$ cat config.mk
export PLATFORM = sky130hd
export DESIGN_NAME = clk_tick_monitor
export DESIGN_NICKNAME = d
export VERILOG_FILES = /design/src/rtl/clk_tick_monitor.sv
export SDC_FILE = /design/constraint.sdc
export NUM_CORES = 1
export LEC_CHECK = 0
export CAP_MARGIN = 5
export CORE_MARGIN = 2
export CORE_UTILIZATION = 30
export DETAILED_ROUTE_END_ITERATION = 16
export GPL_TIMING_DRIVEN = 0
export HOLD_SLACK_MARGIN = 0.08
export PLACE_DENSITY = 0.46
export SETUP_SLACK_MARGIN = 0.3
export SLEW_MARGIN = 5
export SYNTH_ARGS = -nofsm -noshare
export SYNTH_HDL_FRONTEND = slang
export SYNTH_SLANG_ARGS = --single-unit
$ cat constraint.sdc
create_clock -name clk -period 4.6 [get_ports clk]
set_input_delay 0.46 -clock clk [delete_from_list [all_inputs] [get_ports clk]]
set_output_delay 0.46 -clock clk [all_outputs]
set_load 0.01 [all_outputs]
$ cat src/rtl/clk_tick_monitor.sv
// -----------------------------------------------------------------------------
// clk_tick_monitor
//
// Receiving end of a clock divider output (dclk, segclk, clk_30hz style).
// The divided clock is treated as plain data: it is synchronised into the
// master clk domain and turned into single-cycle rise/fall strobes. Downstream
// logic can then run on clk with enables instead of on a derived clock. The
// block also measures the rise-to-rise period in clk cycles and flags dividers
// that are too fast, too slow or stalled.
//
// Optional feature (macro CLK_TICK_MONITOR_DUTY_EN):
//   When the macro is defined, an extra output high_time reports the length of
//   the last complete high phase of div_in, in clk cycles. When it is
//   undefined, that port and its counter do not exist. Nothing else changes.
//
// Parameters:
//   CNT_W        width of the period counter and of period / high_time
//   SYNC_STAGES  synchroniser flops on div_in (minimum 2)
//   MIN_PERIOD   smallest legal period in clk cycles
//   MAX_PERIOD   largest legal period in clk cycles (< 2**CNT_W - 1)
//
// Ports:
//   clk           in   master clock
//   clr           in   asynchronous active-high reset
//   div_in        in   divided clock under observation (asynchronous)
//   err_clr       in   synchronous clear of the sticky error flags
//   tick          out  one-cycle pulse per div_in rising edge
//   fall_tick     out  one-cycle pulse per div_in falling edge
//   period        out  last complete rise-to-rise period [CNT_W]
//   period_valid  out  period holds a valid measurement
//   too_fast      out  sticky: a measured period was below MIN_PERIOD
//   too_slow      out  sticky: a period exceeded MAX_PERIOD, or a stall
//   lost          out  no rising edge for more than MAX_PERIOD cycles
//   high_time     out  last complete high phase [CNT_W] (duty option only)
//
// Timing: div_in high sampled at clk edge N gives tick high after edge
// N+SYNC_STAGES+1. The period counter and FSM act on the same internal
// strobe that drives tick, so cnt is 1 in the cycle where tick is high.
// -----------------------------------------------------------------------------
module clk_tick_monitor #(
   parameter int CNT_W       = 24,
   parameter int SYNC_STAGES = 2,
   parameter int MIN_PERIOD  = 4,
   parameter int MAX_PERIOD  = 3333400
) (
   input  logic             clk,
   input  logic             clr,
   input  logic             div_in,
   input  logic             err_clr,
   output logic             tick,
   output logic             fall_tick,
   output logic [CNT_W-1:0] period,
   output logic             period_valid,
   output logic             too_fast,
   output logic             too_slow,
`ifdef CLK_TICK_MONITOR_DUTY_EN
   output logic             lost,
   output logic [CNT_W-1:0] high_time
`else
   output logic             lost
`endif
);

   // --------------------------------------------------------------------------
   // Constants
   // --------------------------------------------------------------------------
   localparam int WARM_W = $clog2(SYNC_STAGES + 2);

   localparam logic [WARM_W-1:0] WARM_INIT = WARM_W'(SYNC_STAGES + 1);
   localparam logic [CNT_W-1:0]  MIN_P     = CNT_W'(MIN_PERIOD);
   localparam logic [CNT_W-1:0]  MAX_P     = CNT_W'(MAX_PERIOD);
   localparam logic [CNT_W-1:0]  MAX_P1    = CNT_W'(MAX_PERIOD + 1);
   localparam logic [CNT_W-1:0]  CNT_ONE   = CNT_W'(1);
   localparam logic [CNT_W-1:0]  CNT_SAT   = '1;

   // FSM encoding
   localparam logic [1:0] ST_ACQUIRE = 2'd0;  // no rising edge seen yet
   localparam logic [1:0] ST_RUN     = 2'd1;  // measuring rise-to-rise
   localparam logic [1:0] ST_STALL   = 2'd2;  // divider stopped, waiting

   // --------------------------------------------------------------------------
   // Synchroniser, edge register and warm-up
   // --------------------------------------------------------------------------
   logic [SYNC_STAGES-1:0] sync_q;
   logic                   s;
   logic                   e_q;
   logic [WARM_W-1:0]      warm_q;
   logic                   rise_q;   // internal rise strobe, drives FSM
   logic                   fall_q;   // internal fall strobe

   assign s = sync_q[SYNC_STAGES-1];

   always_ff @(posedge clk or posedge clr) begin
      if (clr) begin
         sync_q    <= '0;
         e_q       <= 1'b0;
         warm_q    <= WARM_INIT;
         rise_q    <= 1'b0;
         fall_q    <= 1'b0;
         tick      <= 1'b0;
         fall_tick <= 1'b0;
      end else begin
         sync_q <= {sync_q[SYNC_STAGES-2:0], div_in};
         // e always follows s; during warm-up it simply settles onto the
         // input level so a div_in that was high through reset is not
         // mistaken for a rising edge.
         e_q <= s;
         if (warm_q != '0) begin
            warm_q <= warm_q - 1'b1;
            rise_q <= 1'b0;
            fall_q <= 1'b0;
         end else begin
            rise_q <= s & ~e_q;
            fall_q <= ~s & e_q;
         end
         tick      <= rise_q;
         fall_tick <= fall_q;
      end
   end

   // --------------------------------------------------------------------------
   // Period counter and FSM
   // --------------------------------------------------------------------------
   logic [1:0]       state_q;
   logic [CNT_W-1:0] cnt_q;
   logic [CNT_W-1:0] cnt_inc;
   logic             set_fast;
   logic             set_slow;
   logic             stall_now;

   // Saturating increment keeps cnt pinned at all-ones during a long stall.
   assign cnt_inc = (cnt_q == CNT_SAT) ? cnt_q : cnt_q + 1'b1;

   // A rise in the cycle where cnt holds MAX_PERIOD+1 is still a rise: the
   // period is reported (and flagged too slow) rather than declared a stall.
   always_comb begin
      set_fast  = 1'b0;
      set_slow  = 1'b0;
      stall_now = 1'b0;
      if (state_q == ST_RUN) begin
         if (rise_q) begin
            set_fast = (cnt_q < MIN_P);
            set_slow = (cnt_q > MAX_P);
         end else if (cnt_q >= MAX_P1) begin
            stall_now = 1'b1;
            set_slow  = 1'b1;
         end
      end
   end

   always_ff @(posedge clk or posedge clr) begin
      if (clr) begin
         state_q      <= ST_ACQUIRE;
         cnt_q        <= '0;
         period       <= '0;
         period_valid <= 1'b0;
         too_fast     <= 1'b0;
         too_slow     <= 1'b0;
         lost         <= 1'b0;
      end else begin
         // Sticky flags: a new violation in the err_clr cycle wins.
         too_fast <= set_fast | (too_fast & ~err_clr);
         too_slow <= set_slow | (too_slow & ~err_clr);

         case (state_q)
            ST_ACQUIRE: begin
               // First edge only starts the interval; nothing to report yet.
               if (rise_q) begin
                  state_q <= ST_RUN;
                  cnt_q   <= CNT_ONE;
               end else begin
                  cnt_q <= '0;
               end
            end

            ST_RUN: begin
               if (rise_q) begin
                  period       <= cnt_q;
                  period_valid <= 1'b1;
                  cnt_q        <= CNT_ONE;
               end else if (stall_now) begin
                  state_q      <= ST_STALL;
                  lost         <= 1'b1;
                  period_valid <= 1'b0;
                  cnt_q        <= cnt_inc;
               end else begin
                  cnt_q <= cnt_inc;
               end
            end

            ST_STALL: begin
               // The interval that ends here straddles the stall, so it is
               // discarded; period_valid returns after the next full one.
               if (rise_q) begin
                  state_q <= ST_RUN;
                  lost    <= 1'b0;
                  cnt_q   <= CNT_ONE;
               end else begin
                  cnt_q <= cnt_inc;
               end
            end

            default: begin
               state_q <= ST_ACQUIRE;
               cnt_q   <= '0;
            end
         endcase
      end
   end

`ifdef CLK_TICK_MONITOR_DUTY_EN
   // --------------------------------------------------------------------------
   // High-phase counter. hi_lvl mirrors div_in aligned to the internal
   // strobes, so the count covers exactly the cycles between rise and fall.
   // --------------------------------------------------------------------------
   logic [CNT_W-1:0] hi_cnt_q;
   logic             hi_lvl_q;

   always_ff @(posedge clk or posedge clr) begin
      if (clr) begin
         hi_cnt_q  <= '0;
         hi_lvl_q  <= 1'b0;
         high_time <= '0;
      end else begin
         if (rise_q) begin
            hi_cnt_q <= CNT_ONE;
            hi_lvl_q <= 1'b1;
         end else begin
            if (hi_lvl_q && (hi_cnt_q != CNT_SAT)) begin
               hi_cnt_q <= hi_cnt_q + 1'b1;
            end
            if (fall_q) begin
               hi_lvl_q <= 1'b0;
               if (state_q == ST_RUN) begin
                  high_time <= hi_cnt_q;
               end
            end
         end
      end
   end
`endif

endmodule

==> flow_summary.toml <==
[final_layout]
diodes = 0
final_cell_mix = "dfrtp_1 (61), clkdlybuf4s50_1 (33), o21ai_0 (31)"
drive_gt1_share_pct = 16.2
area_growth_pct = 23.6
final_common_cell = "dfrtp_1"
fin_nets = 348

[detailed_routing]
antenna_left = 0
first_iter_violations = 147
wl_per_cell_um = 16.0
drt_pass1_iterations = 4
viasPerCell = 5.08
vias = 2403
wirelength_um = 7560
route.detailed.drc = 0

[grt]
grt_pass1_vias = 2411
grt.total_usage_pct = 14.7
grt_pass1_wl_um = 12500
grt_overflow = 0
grt_antenna_before_repair = 0
grt_max_degree = 64

[clock_tree]
htree_levels = 3
ctsResizeCount = 0
post_cts_buffers = 0
clk-insertion-delay-late_ns = 0.35
cts_tree = "done"
cts_buffers = 9
cts_max_path_buffers = 2
cts-root-buf = "clkbuf_8"
numClockSinks = 63
clkTransAtPathRegs_ns = 0.08
ctsHoldBuffers = 0

[floorplan]
initial_core_util_pct = 31.1
num_io_pins = 34
die_area_um2 = 11000
row_count = 36
fp.dieH_um = 105
dieWidth_um = 105
core_area_um2 = 9820

[timing]
hold_slack_ns = 0.350
fmax_ghz = 0.363
period_minus_slack_ns = 2.76
finalSetupTns_ns = 0
maxSlewHeadroom_pct = 47.4
layout_setup_ws_ns = 1.84
hold_violations = 0
setup_viol = 0
slew_viol_final = 0
tightestPinTransition_ns = 0.790
rsz0062_at_grt = "no"
finClkSkew_ns = 0.00619
min_period_over_period_pct = 60.0

[synth]
yosys-top-cells-area = "dfrtp_1 (50%), mux2_2 (7.0%), o21ai_0 (5.1%)"
seq_area_frac_synth_pct = 51.7
synth_flop_cell = "dfrtp_1"
netlist_area_um2 = 3060
yosys.cell_types.count = 47
syn_avg_cell_area_um2 = 10.5
synth_cells = 291
synthArstFlopShare_pct = 100
netlist.area_leader.share_pct = 49.9
yosys.area.top_type = "dfrtp_1"
synth_fp_nets = 304
synth_seq_cells = 63
synth-edff-count = 0
yosys_warnings = 0

[power]
clock_power_share_pct = 38.2
p_int_uw = 990
seq_power_share_pct = 42.9
p_per_area_nw_per_um2 = 375
p_leak_uw = 0.00161
ir_drop_uv = 127
p_sw_uw = 428
p_sw_share_pct = 30.2
power_frac_comb_pct = 18.9

[worst_setup_path]
cp_data_arrival_time_ns = 3.01
cp.required_ns = 4.85
end_kind = "register"
start_kind = "register"
worst-setup-path-type = "reg2reg"
timing.critical_path.fanout_max = 10

[placement]
port_buffers = 33
dp_slack_ns = 1.86
place.gp.congestion = 0.763
dpl.hpwl_um = 5020

[outcome]
status = "complete, no violations"

[min_path]
min_path_type = "reg2reg"

[job]
maxCapViolCount = 0
==> stage by stage <==
step | total power (uW) | cell area [um2] | util, % | std cells
2_1_floorplan | 792 | 3060 | - | 291
3_3_place_gp | 886 | 3550 | 36.2 | 457
3_5_place_dp | 887 | 3560 | 36.2 | 457
4_1_cts | 1440 | 3780 | 38.5 | 473
5_1_grt | 1500 | 3780 | 38.5 | 473
6_report | 1420 | 3780 | 38.5 | 473
==> registers in the layout, indices dropped and copies added, names as in the netlist <==
name / cells
cnt_q: 24
period: 24
state_q: 2
sync_q: 2
warm_q: 2
e_q: 1
fall_q: 1
fall_tick: 1
lost: 1
period_valid: 1
rise_q: 1
tick: 1
too_fast: 1
too_slow: 1
==> cell usage after synthesis (all sizes together) (2+ instances only) <==
master  count
dfrtp      61
o21ai      35
nand2      22
mux2       19
nand3      14
nor2       14
inv        11
nor3       10
buf         9
clkbuf      9
ha          9
nand4       6
nor4        6
o31ai       6
or3         6
xnor2       6
a21oi       5
or4         5
a31oi       4
nand2b      4
o41ai       4
nor2b       3
xor2        3
dfstp       2
==> final timing paths <==
check	slack [ns]	from	cells after the start	to
min reg2reg	0.35	sync_q[0]$_DFF_PP0_	0	sync_q[1]$_DFF_PP0_
min	0.35	sync_q[0]$_DFF_PP0_	0	sync_q[1]$_DFF_PP0_
min in group asynchronous	0.62	clr	2	fall_q$_DFF_PP0_
max	1.84	cnt_q[0]$_DFFE_PP0P_	8	cnt_q[12]$_DFFE_PP0P_
max in group asynchronous	3.47	clr	2	period_valid$_DFFE_PP0P_
max reg2reg	1.84	cnt_q[0]$_DFFE_PP0P_	8	cnt_q[12]$_DFFE_PP0P_
==> final cells by class <==
cell class | instances | area (um2)
Clock inverter | 7 | 97.6
Tap cell | 133 | 166
Fill cell | 1028 | 6040
Inverter | 11 | 43.8
Clock buffer | 9 | 124
Multi-Input combinational cell | 199 | 1360
Timing Repair Buffer | 33 | 330
Sequential cell | 63 | 1580
Buffer | 18 | 78.8
==> per-layer routing <==
metal	up-vias	part of all wire [%]	track usage, %
met2	33	47	22.8
met3	8	2.9	3.68
met1	1213	49	19.9
met4	0	1.2	5.62
met5	-	0	0
li1	1149	-	-
==> kinds of logic (layout without fill, tap and decap cells) <==
logic type	Yosys count	after routing	synth area share [%]
fa+ha+maj	9	9	3.68
flops	63	63	51.7
buf+inv	29	78	3.93
mux	20	20	7.33
xor+xnor	9	9	2.58
compound gates	67	67	14.6
simple gates	94	94	16.3
==> power groups by stage <==
stage	logic (uW)	registers, uW	clock network (uW)
3_5_place_dp	268	619	0
6_report	268	608	542
3_3_place_gp	266	619	0
2_1_floorplan	171	621	0
4_1_cts	270	609	561
5_1_grt	304	614	580
==> critical path, stage by stage, from the launching register on <==
cell and delay [ns]:
dfrtp_1 0.39, ha_1 0.23, nand3_1 0.16, or3_1 0.38, clkbuf_1 0.21, nor4_2 0.68
buf_2 0.38, o21ai_0 0.14, o31ai_1 0.09
(Power assumes the default switching activity.)
